<file path="src/rtl/decoder_pkg.sv">
// Shared opcode map, mux encodings and control bundle
// for the compute-core instruction decoder.
package decoder_pkg;

    localparam int INSTR_W = 16;

    localparam logic [3:0] OP_NOP   = 4'b0000;
    localparam logic [3:0] OP_BRNZP = 4'b0001;
    localparam logic [3:0] OP_CMP   = 4'b0010;
    localparam logic [3:0] OP_ADD   = 4'b0011;
    localparam logic [3:0] OP_SUB   = 4'b0100;
    localparam logic [3:0] OP_MUL   = 4'b0101;
    localparam logic [3:0] OP_DIV   = 4'b0110;
    localparam logic [3:0] OP_LDR   = 4'b0111;
    localparam logic [3:0] OP_STR   = 4'b1000;
    localparam logic [3:0] OP_CONST = 4'b1001;
    localparam logic [3:0] OP_RET   = 4'b1111;

    localparam logic [1:0] RIM_ALU = 2'b00;
    localparam logic [1:0] RIM_MEM = 2'b01;
    localparam logic [1:0] RIM_IMM = 2'b10;

    localparam logic [1:0] ARITH_ADD = 2'b00;
    localparam logic [1:0] ARITH_SUB = 2'b01;
    localparam logic [1:0] ARITH_MUL = 2'b10;
    localparam logic [1:0] ARITH_DIV = 2'b11;

    typedef struct packed {
        logic       reg_write_enable;
        logic       mem_read_enable;
        logic       mem_write_enable;
        logic       nzp_write_enable;
        logic [1:0] reg_input_mux;
        logic [1:0] alu_arith_mux;
        logic       alu_output_mux;
        logic       pc_mux;
        logic       ret;
        logic       illegal;
    } ctrl_t;

    // All-zero control set, behaves as a NOP
    function automatic ctrl_t ctrl_nop();
        ctrl_t c;
        c = '0;
        return c;
    endfunction

endpackage

</file>
<file path="src/rtl/decoder_ctrl_lut.sv">
// Combinational opcode to control-vector lookup.
// Unmapped opcodes raise illegal and otherwise act as NOP.
module decoder_ctrl_lut
    import decoder_pkg::*;
(
    input  logic [3:0] opcode,
    output ctrl_t      ctrl
);

    // Decode opcode into its control set; everything defaults low
    always_comb begin
        ctrl = ctrl_nop();
        case (opcode)
            OP_NOP: begin
            end
            OP_BRNZP: begin
                ctrl.pc_mux = 1'b1;
            end
            OP_CMP: begin
                ctrl.alu_output_mux   = 1'b1;
                ctrl.nzp_write_enable = 1'b1;
            end
            OP_ADD: begin
                ctrl.reg_write_enable = 1'b1;
                ctrl.reg_input_mux    = RIM_ALU;
                ctrl.alu_arith_mux    = ARITH_ADD;
            end
            OP_SUB: begin
                ctrl.reg_write_enable = 1'b1;
                ctrl.reg_input_mux    = RIM_ALU;
                ctrl.alu_arith_mux    = ARITH_SUB;
            end
            OP_MUL: begin
                ctrl.reg_write_enable = 1'b1;
                ctrl.reg_input_mux    = RIM_ALU;
                ctrl.alu_arith_mux    = ARITH_MUL;
            end
            OP_DIV: begin
                ctrl.reg_write_enable = 1'b1;
                ctrl.reg_input_mux    = RIM_ALU;
                ctrl.alu_arith_mux    = ARITH_DIV;
            end
            OP_LDR: begin
                ctrl.reg_write_enable = 1'b1;
                ctrl.mem_read_enable  = 1'b1;
                ctrl.reg_input_mux    = RIM_MEM;
            end
            OP_STR: begin
                ctrl.mem_write_enable = 1'b1;
            end
            OP_CONST: begin
                ctrl.reg_write_enable = 1'b1;
                ctrl.reg_input_mux    = RIM_IMM;
            end
            OP_RET: begin
                ctrl.ret = 1'b1;
            end
            default: begin
                ctrl.illegal = 1'b1;
            end
        endcase
    end

endmodule

</file>
<file path="src/rtl/decoder.sv">
// Instruction decode stage: combinational field slicing
// plus one registered stage of control signals and nzp.
module decoder
    import decoder_pkg::*;
#(
    parameter int DATA_WIDTH = 16
) (
    input  logic                  clk,
    input  logic                  reset,
    input  logic                  decode_en,
    input  logic [DATA_WIDTH-1:0] instruction,
    output logic [3:0]            opcode,
    output logic [3:0]            dest_reg,
    output logic [3:0]            src1_reg,
    output logic [3:0]            src2_reg,
    output logic [7:0]            immediate,
    output logic [2:0]            nzp,
    output logic                  reg_write_enable,
    output logic                  mem_read_enable,
    output logic                  mem_write_enable,
    output logic                  nzp_write_enable,
    output logic [1:0]            reg_input_mux,
    output logic [1:0]            alu_arith_mux,
    output logic                  alu_output_mux,
    output logic                  pc_mux,
    output logic                  ret,
    output logic                  illegal
);

    ctrl_t      ctrl_d;
    ctrl_t      ctrl_q;
    logic [2:0] nzp_q;

    assign opcode    = instruction[15:12];
    assign dest_reg  = instruction[11:8];
    assign src1_reg  = instruction[7:4];
    assign src2_reg  = instruction[3:0];
    assign immediate = instruction[7:0];

    decoder_ctrl_lut u_lut (
        .opcode (instruction[15:12]),
        .ctrl   (ctrl_d)
    );

    // Capture controls and branch mask on each decode; reset clears to NOP
    always_ff @(posedge clk or posedge reset) begin
        if (reset) begin
            ctrl_q <= ctrl_nop();
            nzp_q  <= 3'b000;
        end else if (decode_en) begin
            ctrl_q <= ctrl_d;
            nzp_q  <= instruction[11:9];
        end
    end

    assign nzp              = nzp_q;
    assign reg_write_enable = ctrl_q.reg_write_enable;
    assign mem_read_enable  = ctrl_q.mem_read_enable;
    assign mem_write_enable = ctrl_q.mem_write_enable;
    assign nzp_write_enable = ctrl_q.nzp_write_enable;
    assign reg_input_mux    = ctrl_q.reg_input_mux;
    assign alu_arith_mux    = ctrl_q.alu_arith_mux;
    assign alu_output_mux   = ctrl_q.alu_output_mux;
    assign pc_mux           = ctrl_q.pc_mux;
    assign ret              = ctrl_q.ret;
    assign illegal          = ctrl_q.illegal;

endmodule

</file>
<file path="config.mk">
export PLATFORM = sky130hd
export DESIGN_NAME = decoder
export DESIGN_NICKNAME = d
export VERILOG_FILES = /design/src/rtl/decoder_pkg.sv /design/src/rtl/decoder_ctrl_lut.sv /design/src/rtl/decoder.sv
export SDC_FILE = /design/constraint.sdc
export NUM_CORES = 1
export LEC_CHECK = 0
export BUFFER_PORTS_ARGS = -buffer_cell sky130_fd_sc_hd__buf_2
export CORE_MARGIN = 4
export CORE_UTILIZATION = 39
export CTS_BUF_LIST = sky130_fd_sc_hd__clkbuf_4 sky130_fd_sc_hd__clkbuf_8
export CTS_CLUSTER_SIZE = 40
export DETAILED_ROUTE_END_ITERATION = 8
export PLACE_DENSITY = 0.87
export SKIP_CTS_REPAIR_TIMING = 1
export SYNTH_ARGS = -nofsm -noshare
export SYNTH_HDL_FRONTEND = slang
export SYNTH_HIERARCHICAL = 1
export SYNTH_SLANG_ARGS = --single-unit
</file>
<file path="constraint.sdc">
create_clock -name clk -period 0.8 [get_ports clk]
set_clock_uncertainty 0.15 [all_clocks]
set_input_delay 0.2 -clock clk [delete_from_list [all_inputs] [get_ports clk]]
set_output_delay 0.2 -clock clk [all_outputs]
set_load 0.03 [all_outputs]
</file>
### Word level (Yosys, flattened, before mapping)

Index checks and enable logic that the tools add are counted.

| storage, ports and cells | value |
|---|---|
| flip-flop bits (word level) | 14 |
| input port bits | 19 |
| output and inout bits | 39 |
| word-level logic and storage cells | 32 |

| cells by class | value |
|---|---|
| eq/ne operators | 10 |
| multiplexer cells | 9 |
| reduce and logical (&&, ||, !) cells | 3 |

Operator list:

| kind | count |
|---|---|
| $eq A4 B3 Y1 const B | 4 |
| $eq A4 B4 Y1 const B | 3 |
| $reduce_or A11 Y1 | 1 |
| $eq A4 B2 Y1 const B | 2 |
| $mux W1 | 7 |
| $pmux W2 S3 | 1 |
| $reduce_or A6 Y1 | 1 |
| $eq A4 B1 Y1 const B | 1 |
| $logic_not A4 Y1 | 1 |
| $pmux W2 S2 | 1 |

### Longest topological paths before layout

Gate-level depths: netlist (run 1).

| logic depth | value |
|---|---|
| depth in word-level cells | 3 |
| depth in mapped cells | 4 |
| mapped depth without buffers | 3 |

### By module

Netlist (run 1), hierarchy kept.

Modules (own cells, without submodules):

| module | times used | cells an instance | area each (sq um) | seq. area each (sq um) |
|---|---|---|---|---|
| decoder | 1 | 57 | 797.0 | 375.4 |
| decoder_ctrl_lut | 1 | 19 | 113.9 | 0.0 |

### Least setup slack after synthesis (run 1)

Ideal clock, no wire load.

| timing path | value |
|---|---|
| path type | register -> register |
| start point | register, netlist name alu_arith_mux[0] |
| end point | register ctrl_q (netlist bit alu_arith_mux[0]) |
| arrival | 764 ps |
| required time | 525 ps |
| path slack | -239 ps |
| stages on the path, launching flop included | 2 |
| path buffers | 0 |
| clock period less this slack | 1039 ps |
| path through | dfrtp_1 mux2_4 |

RTL lines:

| what | RTL line | source |
|---|---|---|
| to (signal assigned) | decoder.sv:48 | `ctrl_q <= ctrl_nop();` |
| to (signal assigned) | decoder.sv:51 | `ctrl_q <= ctrl_d;` |
| to (decl) | decoder.sv:31 | `ctrl_t ctrl_q;` |

### Worst setup path in the final report (run 1)

| timing path | value |
|---|---|
| start point | register ctrl_q (netlist bit reg_write_enable) |
| end point | output reg_write_enable |

RTL lines:

| what | RTL line | source |
|---|---|---|
| to (decl) | decoder.sv:18 | `output logic reg_write_enable,` |

No word-level cell between the ends.

==> metrics.md, run 1 <==
| Metric | Value |
|---|---|
| Status | `finished with violations` |
| Failing checks | `setup timing` |
| Via density per instance | `between 4 and 5` |
| Die Span Y | `~56 µm` |
| Clock Path Buffers | `2` |
| DR pass1 iterations | `3` |
| Core ar. | `~0.0022 mm²` |
| R2r startpoint | `reg_input_mux[0]` |
| Final setup viols | `34` |
| Met1 WL | `roughly 700 µm` |
| Maximum VDD drop | `0.000823 V` |
| Worst slack, placed | `-394 ps` |
| Worst skew pair latency | `280 ps` |
| CTS sink count | `15` |
| Hold Path End | `nzp[1]` |
| Full die area | `0.00317 mm²` |
| Root Driver | `clkbuf_4` |
| Initial antenna violation count | `0` |
| Max Cap Viol | `0` |
| Pins over their slew limit | `0` |
| Post-route ant nets | `0` |
| Fin crit share | `1.49` |
| WL met3 | `142 µm` |
| Flops & latches, synth | `15` |
| Final Util | `0.575` |
| Post-synthesis sequential area ratio | `0.412` |
| Chip Width | `56.3 µm` |
| Total GRT Usage | `0.101` |
| Distinct cells, synth | `19` |
| Max incr delay on CP | `about 420 ps` |
| Top delay family on crit path | `flip-flops` |
| CP Class | `flop to output pin` |
| First-pass GRT wire length | `2510 µm` |
| Net load switching power | `around 0.00054 W` |
| Placement row count | `17` |
| CP max-delay cell | `dfrtp_2` |
| Net Count, Synth | `95` |
| WP buf/inv | `1` |
| Area Overhead vs Synth | `39.7%` |
| RD Place Congestion | `0.887` |
| CP Max Fanout | `2` |
| Final Hold Vio Count | `0` |
| Met2 wire length | `886 µm` |
| Minimum clock period | `1190 ps` |
| Fillers | `198` |
| Leakage | `0.607 nW` |
| Htree depth | `1` |
| Synth Warn # | `6` |
| Worst Tran Pin Value | `261 ps` |
| Pin count of the biggest net entering global routing | `16` |
| Port buffer count | `31` |
| Critical Path Start Type | `flop` |
| DR iter-0 viols | `10` |
| Combinational power share | `0.310` |
| Clock transition time at the flip-flop clock pins of the worst setup and hold paths | `90 ps` |
| Routed vias | `580` |
| Diode count | `0` |
| Hold Path Class | `primary input to flop` |
| Overflow after GRT | `0` |
| Reg-to-reg endpoint | `reg_input_mux[0]` |
| Worst reg2reg path depth | `2` |
| CP cell instances | `buf_6` |
| RSZ-0062 raised after global routing | `yes` |
| Placed Instances | `115` |
| Initial core utilization | `0.412` |
| Post-detail-place hpwl | `between 1000 and 1500 µm` |
| Uppermost routed layer | `met4` |
| Wirelength per Cell | `13.9 µm` |
| Worst Path Required | `450 ps` |
| Slew margin rel. | `0.826` |
| Total power draw | `0.00189 W` |
| Final setup TNS | `-8470 ps` |
| Drt total wl | `1740 µm` |
| Vias in the first global route | `564` |
| Clock tree from TritonCTS | `built` |
| DRC viols | `0` |
| Worst Setup Slack, final | `-392 ps` |
| Hold Crit Start | `instruction[10]` |
| Gate Count Post-Synth | `76` |
| Synthesized area | `911 µm²` |
| Final std cells w/o fill | `between 100 and 150` |
| Max Fclk | `0.839 GHz` |
| Setup crit end kind | `output pin` |
| R2R setup slack | `-250 ps` |
| Sw Share | `0.284` |
| Internal | `~0.0014 W` |
| Clock power frac | `0.239` |
| CTS Buf Count | `3` |
| Hold depth | `2` |
| Fraction of layout instances using a drive strength above 1 | `0.825` |
| Final Net Count | `around 120` |
| Share of total power in sequential cells | `0.451` |
| I/O pins | `58` |
| Mean Syn Cell Area | `12.0 µm²` |
| Pwr/cell area | `1490 mW/mm²` |
| Critical Path AT | `840 ps` |
==> sequential cells by signal, indices dropped and copies added, names as in the netlist <==
name	cells
alu_arith_mux	2
alu_output_mux	1
illegal	1
mem_read_enable	1
mem_write_enable	1
nzp	3
nzp_write_enable	1
pc_mux	1
reg_input_mux	2
reg_write_enable	1
ret	1
==> power groups by stage <==
| stage | Clock [W] | Combinational [W] | Sequential (W) |
|---|---|---|---|
| finish | 0.000452 | 0.000586 | 0.000853 |
| global route | 0.000530 | 0.000617 | 0.000862 |
| CTS | 0.000486 | 0.000447 | 0.000840 |
| detailed placement | 0 | 0.000447 | 0.000855 |
| global placement | 0 | 0.000439 | 0.000853 |
| floorplan | 0 | 0.000376 | 0.000955 |
==> per-layer routing <==
layer,vias to the layer above,global-route usage
met4,0,0.0678
met2,26,0.149
met1,277,0.123
met3,2,0.0345
li1,275,-
met5,-,0
==> placed cells by master (no fill, tap or decap), types with 2 or more instances in the layout <==
master	instances
mux2_4	10
buf_2	4
nand2b_1	2
buf_12	2
buf_8	4
dfrtp_2	15
nor3_1	2
buf_6	30
nor2_1	3
buf_4	4
nand2_1	2
mux2_2	5
clkbuf_4	4
==> worst register-to-register path: stages (launching register included) <==
cell	delay, ps
dfrtp_2	420
buf_6	120
mux2_4	250
==> worst max-delay path by stage <==
stage,startpoint,end,slack (ps),cells after the start
final,reg_write_enable,reg_write_enable,-390,1
after global routing,pc_mux,pc_mux,-440,1
after CTS,nzp_write_enable,nzp_write_enable,-430,1
after detailed placement,instruction[14],reg_write_enable,-390,4
after global placement,instruction[14],reg_write_enable,-350,4
after floorplan,decode_en,alu_arith_mux[0],-210,3
==> per-stage QoR <==
step,cell area (µm²),hold WS (ps)
floorplan,940,-48.4
CTS,1010,-240
global placement,985,57.8
finish,1270,4.18
global route,1270,-14.3
detailed placement,985,73.4
==> cell families (layout without fill, tap and decap cells) <==
group                  count (synthesis)  in the layout  synth area share
buffers and inverters                 29             50             0.253
multiplexers                          15             15             0.227
flip-flops                            15             15             0.412
AND/OR/NAND/NOR                       13             13            0.0811
AO/OA/AOI/OAI                          4              4            0.0275
==> Yosys cell counts <==
| master | count | area share |
|---|---|---|
| a21oi_1 | 1 | 0.0055 |
| a31oi_1 | 1 | 0.0069 |
| buf_12 | 1 | 0.022 |
| buf_4 | 26 | 0.21 |
| buf_6 | 1 | 0.012 |
| dfrtp_1 | 15 | 0.41 |
| inv_1 | 1 | 0.0041 |
| mux2_2 | 5 | 0.062 |
| mux2_4 | 10 | 0.16 |
| nand2_1 | 2 | 0.0082 |
| nand2b_1 | 2 | 0.014 |
| nand2b_2 | 1 | 0.0096 |
| nor2_1 | 3 | 0.012 |
| nor3_1 | 2 | 0.011 |
| nor3b_1 | 1 | 0.0082 |
| nor4b_1 | 1 | 0.0096 |
| o21ai_1 | 1 | 0.0055 |
| o221ai_1 | 1 | 0.0096 |
| or2b_1 | 1 | 0.0082 |
==> area by class of cell <==
cell class | count | area (µm²) | area share
sequential | 15 | 394 | 0.310
tap | 28 | 35.0 | 0.0275
timing repair buffer | 45 | 498 | 0.391
clock buffer | 4 | 30.0 | 0.0236
inverter | 1 | 3.75 | 0.00295
multi-input combinational | 32 | 312 | 0.245
No activity file was read; power rests on OpenSTA's default activity.
==> inputs of run 2 (changes only) <==
--- a/config.mk
+++ b/config.mk
@@ -12,6 +12,7 @@
 export CTS_CLUSTER_SIZE = 40
 export DETAILED_ROUTE_END_ITERATION = 8
 export PLACE_DENSITY = 0.87
+export SETUP_SLACK_MARGIN = 0.1
 export SKIP_CTS_REPAIR_TIMING = 1
 export SYNTH_ARGS = -nofsm -noshare
 export SYNTH_HDL_FRONTEND = slang
==> metrics.md, run 2 (same netlist as run 1, synthesis figures left out) <==
| Metric | Value |
|---|---|
| CP cell instances | `buf_6` |
| Full die area | `0.00317 mm²` |
| Via density per instance | `about 4.7` |
| Minimum clock period | `1190 ps` |
| Worst reg2reg path depth | `2` |
| CP Depth | `1` |
| Core ar. | `0.00221 mm²` |
| Drt total wl | `approximately 1800 µm` |
| Maximum VDD drop | `0.000851 V` |
| Reg-to-reg endpoint | `mem_write_enable` |
| Setup crit end kind | `output pin` |
| Most common cell after layout, fill and taps aside | `buf_6` |
| R2r startpoint | `mem_write_enable` |
| Leakage | `between 0.6 and 0.7 nW` |
| Number of flip-flops in the largest register | `3` |
| Top delay family on crit path | `flip-flops` |
| Worst Path Required | `450 ps` |
| Pins over their slew limit | `0` |
| Status | `finished with violations` |
| Critical path launch point | `reg_input_mux[0]` |
| Port buffer count | `31` |
| CP Max Fanout | `2` |
| Critical Path AT | `840 ps` |
| Max Fclk | `about 0.84 GHz` |
| CTS Buf Count | `3` |
| Area Overhead vs Synth | `41.6%` |
| Placement row count | `17` |
| Hold Path Class | `primary input to asynchronous set/reset pin` |
| Clock Path Buffers | `2` |
| CP endpoint | `reg_input_mux[0]` |
| Most frequent cells in the layout | `buf_6, dfrtp_2, mux2_4, buf_4, mux2_2` |
| Diode count | `0` |
| DR iter-0 viols | `12` |
| Worst hold slack | `-229 ps` |
| Initial antenna violation count | `0` |
| Vias in the first global route | `564` |
| I/O pins | `58` |
| Final setup viols | `34` |
| Critical Path Start Type | `flop` |
| Total GRT Usage | `0.101` |
| DR pass1 iterations | `4` |
| Worst Tran Pin Value | `around 260 ps` |
| CTS sink count | `15` |
| Die Span Y | `56.3 µm` |
| RD Place Congestion | `around 0.89` |
| Fillers | `198` |
| Post-detail-place hpwl | `1190 µm` |
| WP buf/inv | `1` |
| Pin count of the biggest net entering global routing | `16` |
| Final setup TNS | `-8470 ps` |
| Max Cap Viol | `0` |
| Failing checks | `hold timing, setup timing` |
| First-pass GRT wire length | `2510 µm` |
| CP max-delay cell | `dfrtp_2` |
| Routed vias | `591` |
| Chip Width | `56.3 µm` |
| RSZ-0062 raised after global routing | `yes` |
| Final Net Count | `118` |
| Final Util | `0.583` |
| Max incr delay on CP | `roughly 420 ps` |
| DRC viols | `0` |
| Slew margin rel. | `0.828` |
| Post-route ant nets | `0` |
| Htree depth | `1` |
| R2R setup slack | `-250 ps` |
| Final Hold Vio Count | `15` |
| Fraction of layout instances using a drive strength above 1 | `0.837` |
| Clock transition time at the flip-flop clock pins of the worst setup and hold paths | `80 ps` |
| Root Driver | `clkbuf_4` |
| Overflow after GRT | `0` |
| Fin crit share | `1.49` |
| CP Class | `flop to output pin` |
| Wirelength per Cell | `14.3 µm` |
| Pwr/cell area | `1470 mW/mm²` |
| Worst Setup Slack, final | `-390 ps` |
| Initial core utilization | `0.412` |
| Total power draw | `0.00190 W` |
| Worst skew pair latency | `270 ps` |
| Clock tree from TritonCTS | `built` |
==> run 2: changes by cell type in the layout (fill, tap and decap cells not counted) <==
cell           delta
buf_2             -2
buf_4             +2
buf_6             +2
dlygate4sd3_1     -1
==> run 2: per-layer routing <==
layer  global-route usage  vias to the layer above  part of all wire
li1                     -                      272                 -
met1                0.123                      279              0.39
met2                0.149                       34              0.51
met3               0.0345                        6             0.085
met4               0.0678                        0             0.014
met5                    0                        -                 0
==> run 2: cell type report <==
cell class / count / area (µm²) / area share
inverter: 1 / 3.75 / 0.00291
clock buffer: 4 / 30.0 / 0.0233
multi-input combinational: 32 / 312 / 0.242
tap: 28 / 35.0 / 0.0272
timing repair buffer: 46 / 515 / 0.400
sequential: 15 / 394 / 0.306
==> run 2: where the power goes <==
part | switching, W | internal, W
logic | 0.000278 | 0.000321
registers | 0.0000377 | 0.000815
clock network | 0.000224 | 0.000227
total | 0.000539 | 0.00136
==> run 2: worst min path at each step <==
stage                from          endpoint  slack (ps)  cells past startpoint
floorplan           reset  alu_arith_mux[0]         -50                      1
global placement    reset    alu_output_mux          60                      3
detailed placement  reset               ret          70                      3
CTS                 reset               ret        -240                      3
global route        reset            pc_mux        -250                      3
finish              reset  reg_input_mux[0]        -230                      3
==> run 2: metrics by stage <==
stage	setup slack [ps]	std cells	cell area, µm²
final	-390	126	1290
after global routing	-440	126	1290
after CTS	-432	119	1010
after detailed placement	-394	115	985
after global placement	-349	115	985
after floorplan	-206	76	940
==> inputs of run 3 (changes only) <==
--- a/config.mk
+++ b/config.mk
@@ -12,7 +12,7 @@
 export CTS_CLUSTER_SIZE = 40
 export DETAILED_ROUTE_END_ITERATION = 8
 export PLACE_DENSITY = 0.87
-export SETUP_SLACK_MARGIN = 0.1
+export SETUP_SLACK_MARGIN = 0.02
 export SKIP_CTS_REPAIR_TIMING = 1
 export SYNTH_ARGS = -nofsm -noshare
 export SYNTH_HDL_FRONTEND = slang
==> metrics.md, run 3 (same netlist as run 1, synthesis figures left out) <==
| Metric | Value |
|---|---|
| Status | `finished with violations` |
| Failing checks | `hold timing, setup timing` |
| Wirelength per Cell | `13.9 µm` |
| Met1 WL | `697 µm` |
| Full die area | `between 0.003 and 0.004 mm²` |
| Overflow after GRT | `0` |
| Pins over their slew limit | `0` |
| RD Place Congestion | `just under 0.9` |
| Max incr delay on CP | `420 ps` |
| Most common cell after layout, fill and taps aside | `buf_6` |
| Critical Path AT | `840 ps` |
| Hold Path Class | `primary input to flop` |
| Fraction of layout instances using a drive strength above 1 | `0.825` |
| Clock tree from TritonCTS | `built` |
| Clock transition time at the flip-flop clock pins of the worst setup and hold paths | `~90 ps` |
| Post-detail-place hpwl | `1190 µm` |
| Minimum clock period | `1190 ps` |
| Uppermost routed layer | `met4` |
| Routed vias | `about 590` |
| Worst Tran Pin Value | `256 ps` |
| Max Fclk | `roughly 0.84 GHz` |
| I/O pins | `58` |
| Drt total wl | `roughly 1700 µm` |
| Final Net Count | `about 120` |
| Diode count | `0` |
| Via density per instance | `4.68` |
| Total GRT Usage | `0.101` |
| Top delay family on crit path | `flip-flops` |
| First-pass GRT wire length | `2510 µm` |
| Post-route ant nets | `0` |
| Share of total power in sequential cells | `0.449` |
| Most frequent cells in the layout | `buf_6, dfrtp_2, mux2_4, mux2_2` |
| Setup crit end kind | `output pin` |
| Number of flip-flops in the largest register | `3` |
| Net load switching power | `0.000537 W` |
| Pwr/cell area | `between 1000 and 1500 mW/mm²` |
| Core ar. | `roughly 0.0022 mm²` |
| Area Overhead vs Synth | `41.1%` |
| Root Driver | `clkbuf_4` |
| Placement row count | `17` |
| Initial core utilization | `0.412` |
| Fin crit share | `1.49` |
| Worst hold slack | `-0.147 ps` |
| RSZ-0062 raised after global routing | `yes` |
| Pin count of the biggest net entering global routing | `16` |
| Worst slack, placed | `-394 ps` |
| CP cell instances | `buf_6` |
| Clock power frac | `0.238` |
| Max Cap Viol | `0` |
| Final Util | `0.581` |
| CP Max Fanout | `2` |
| Initial antenna violation count | `0` |
| DRC viols | `0` |
| CP Class | `flop to output pin` |
| Worst Setup Slack, final | `-392 ps` |
| Htree depth | `1` |
| Worst Path Required | `450 ps` |
| Critical Path Start Type | `flop` |
| Port buffer count | `31` |
| CP max-delay cell | `dfrtp_2` |
| DR iter-0 viols | `11` |
| Combinational power share | `0.313` |
| CTS Buf Count | `3` |
| Met2 wire length | `876 µm` |
| WL met3 | `about 140 µm` |
| Final Hold Vio Count | `1` |
| Die Span Y | `around 56 µm` |
| Vias in the first global route | `564` |
| Slew margin rel. | `0.829` |
| Leakage | `0.611 nW` |
| Final setup viols | `34` |
| DR pass1 iterations | `3` |
| Internal | `0.00136 W` |
| Worst skew pair latency | `between 200 and 300 ps` |
| CTS sink count | `15` |
| Sw Share | `0.283` |
| Clock Path Buffers | `2` |
| Maximum VDD drop | `0.000824 V` |
| WP buf/inv | `1` |
| Chip Width | `about 56 µm` |
run 3: routing by layer:
metal  GRT usage  vias to the layer above
met5           0                        -
met4      0.0678                        0
met3      0.0345                        4
met2       0.149                       26
met1       0.123                      279
li1            -                      276
run 3: layout make-up:
| type | instances | area (µm²) |
|---|---|---|
| Multi-Input combinational cell | 32 | 312 |
| Tap cell | 28 | 35.0 |
| Timing Repair Buffer | 45 | 510 |
| Fill cell | 194 | 927 |
| Inverter | 1 | 3.75 |
| Clock buffer | 4 | 30.0 |
| Sequential cell | 15 | 394 |
run 3: final timing paths:
check	start	endpoint	slack [ps]	cells after the start
min reg2reg	alu_output_mux	alu_output_mux	380	1
max in group asynchronous	reset	mem_read_enable	60	4
min	instruction[9]	nzp[0]	-0.1	2
min in group asynchronous	reset	reg_input_mux[0]	310	4
max	reg_write_enable	reg_write_enable	-390	1
max reg2reg	reg_input_mux[0]	reg_input_mux[0]	-250	2
run 3: power groups by stage:
stage / registers (W) / logic, W / clock network (W)
2_1_floorplan: 0.000955 / 0.000376 / 0
3_3_place_gp: 0.000853 / 0.000439 / 0
3_5_place_dp: 0.000855 / 0.000447 / 0
4_1_cts: 0.000840 / 0.000447 / 0.000486
5_1_grt: 0.000861 / 0.000624 / 0.000530
6_report: 0.000853 / 0.000593 / 0.000451
run 3: per-stage QoR:
step / instances / total power, W / setup TNS [ps] / instance area, µm² / hold slack (ps)
after floorplan: 76 / 0.00133 / -3040 / 940 / -48.4
after global placement: 115 / 0.00129 / -6750 / 985 / 57.8
after global routing: 125 / 0.00202 / -9500 / 1280 / -20.2
after detailed placement: 115 / 0.00130 / -7090 / 985 / 73.4
final: 125 / 0.00190 / -8470 / 1280 / -0.147
after CTS: 119 / 0.00177 / -9220 / 1010 / -240
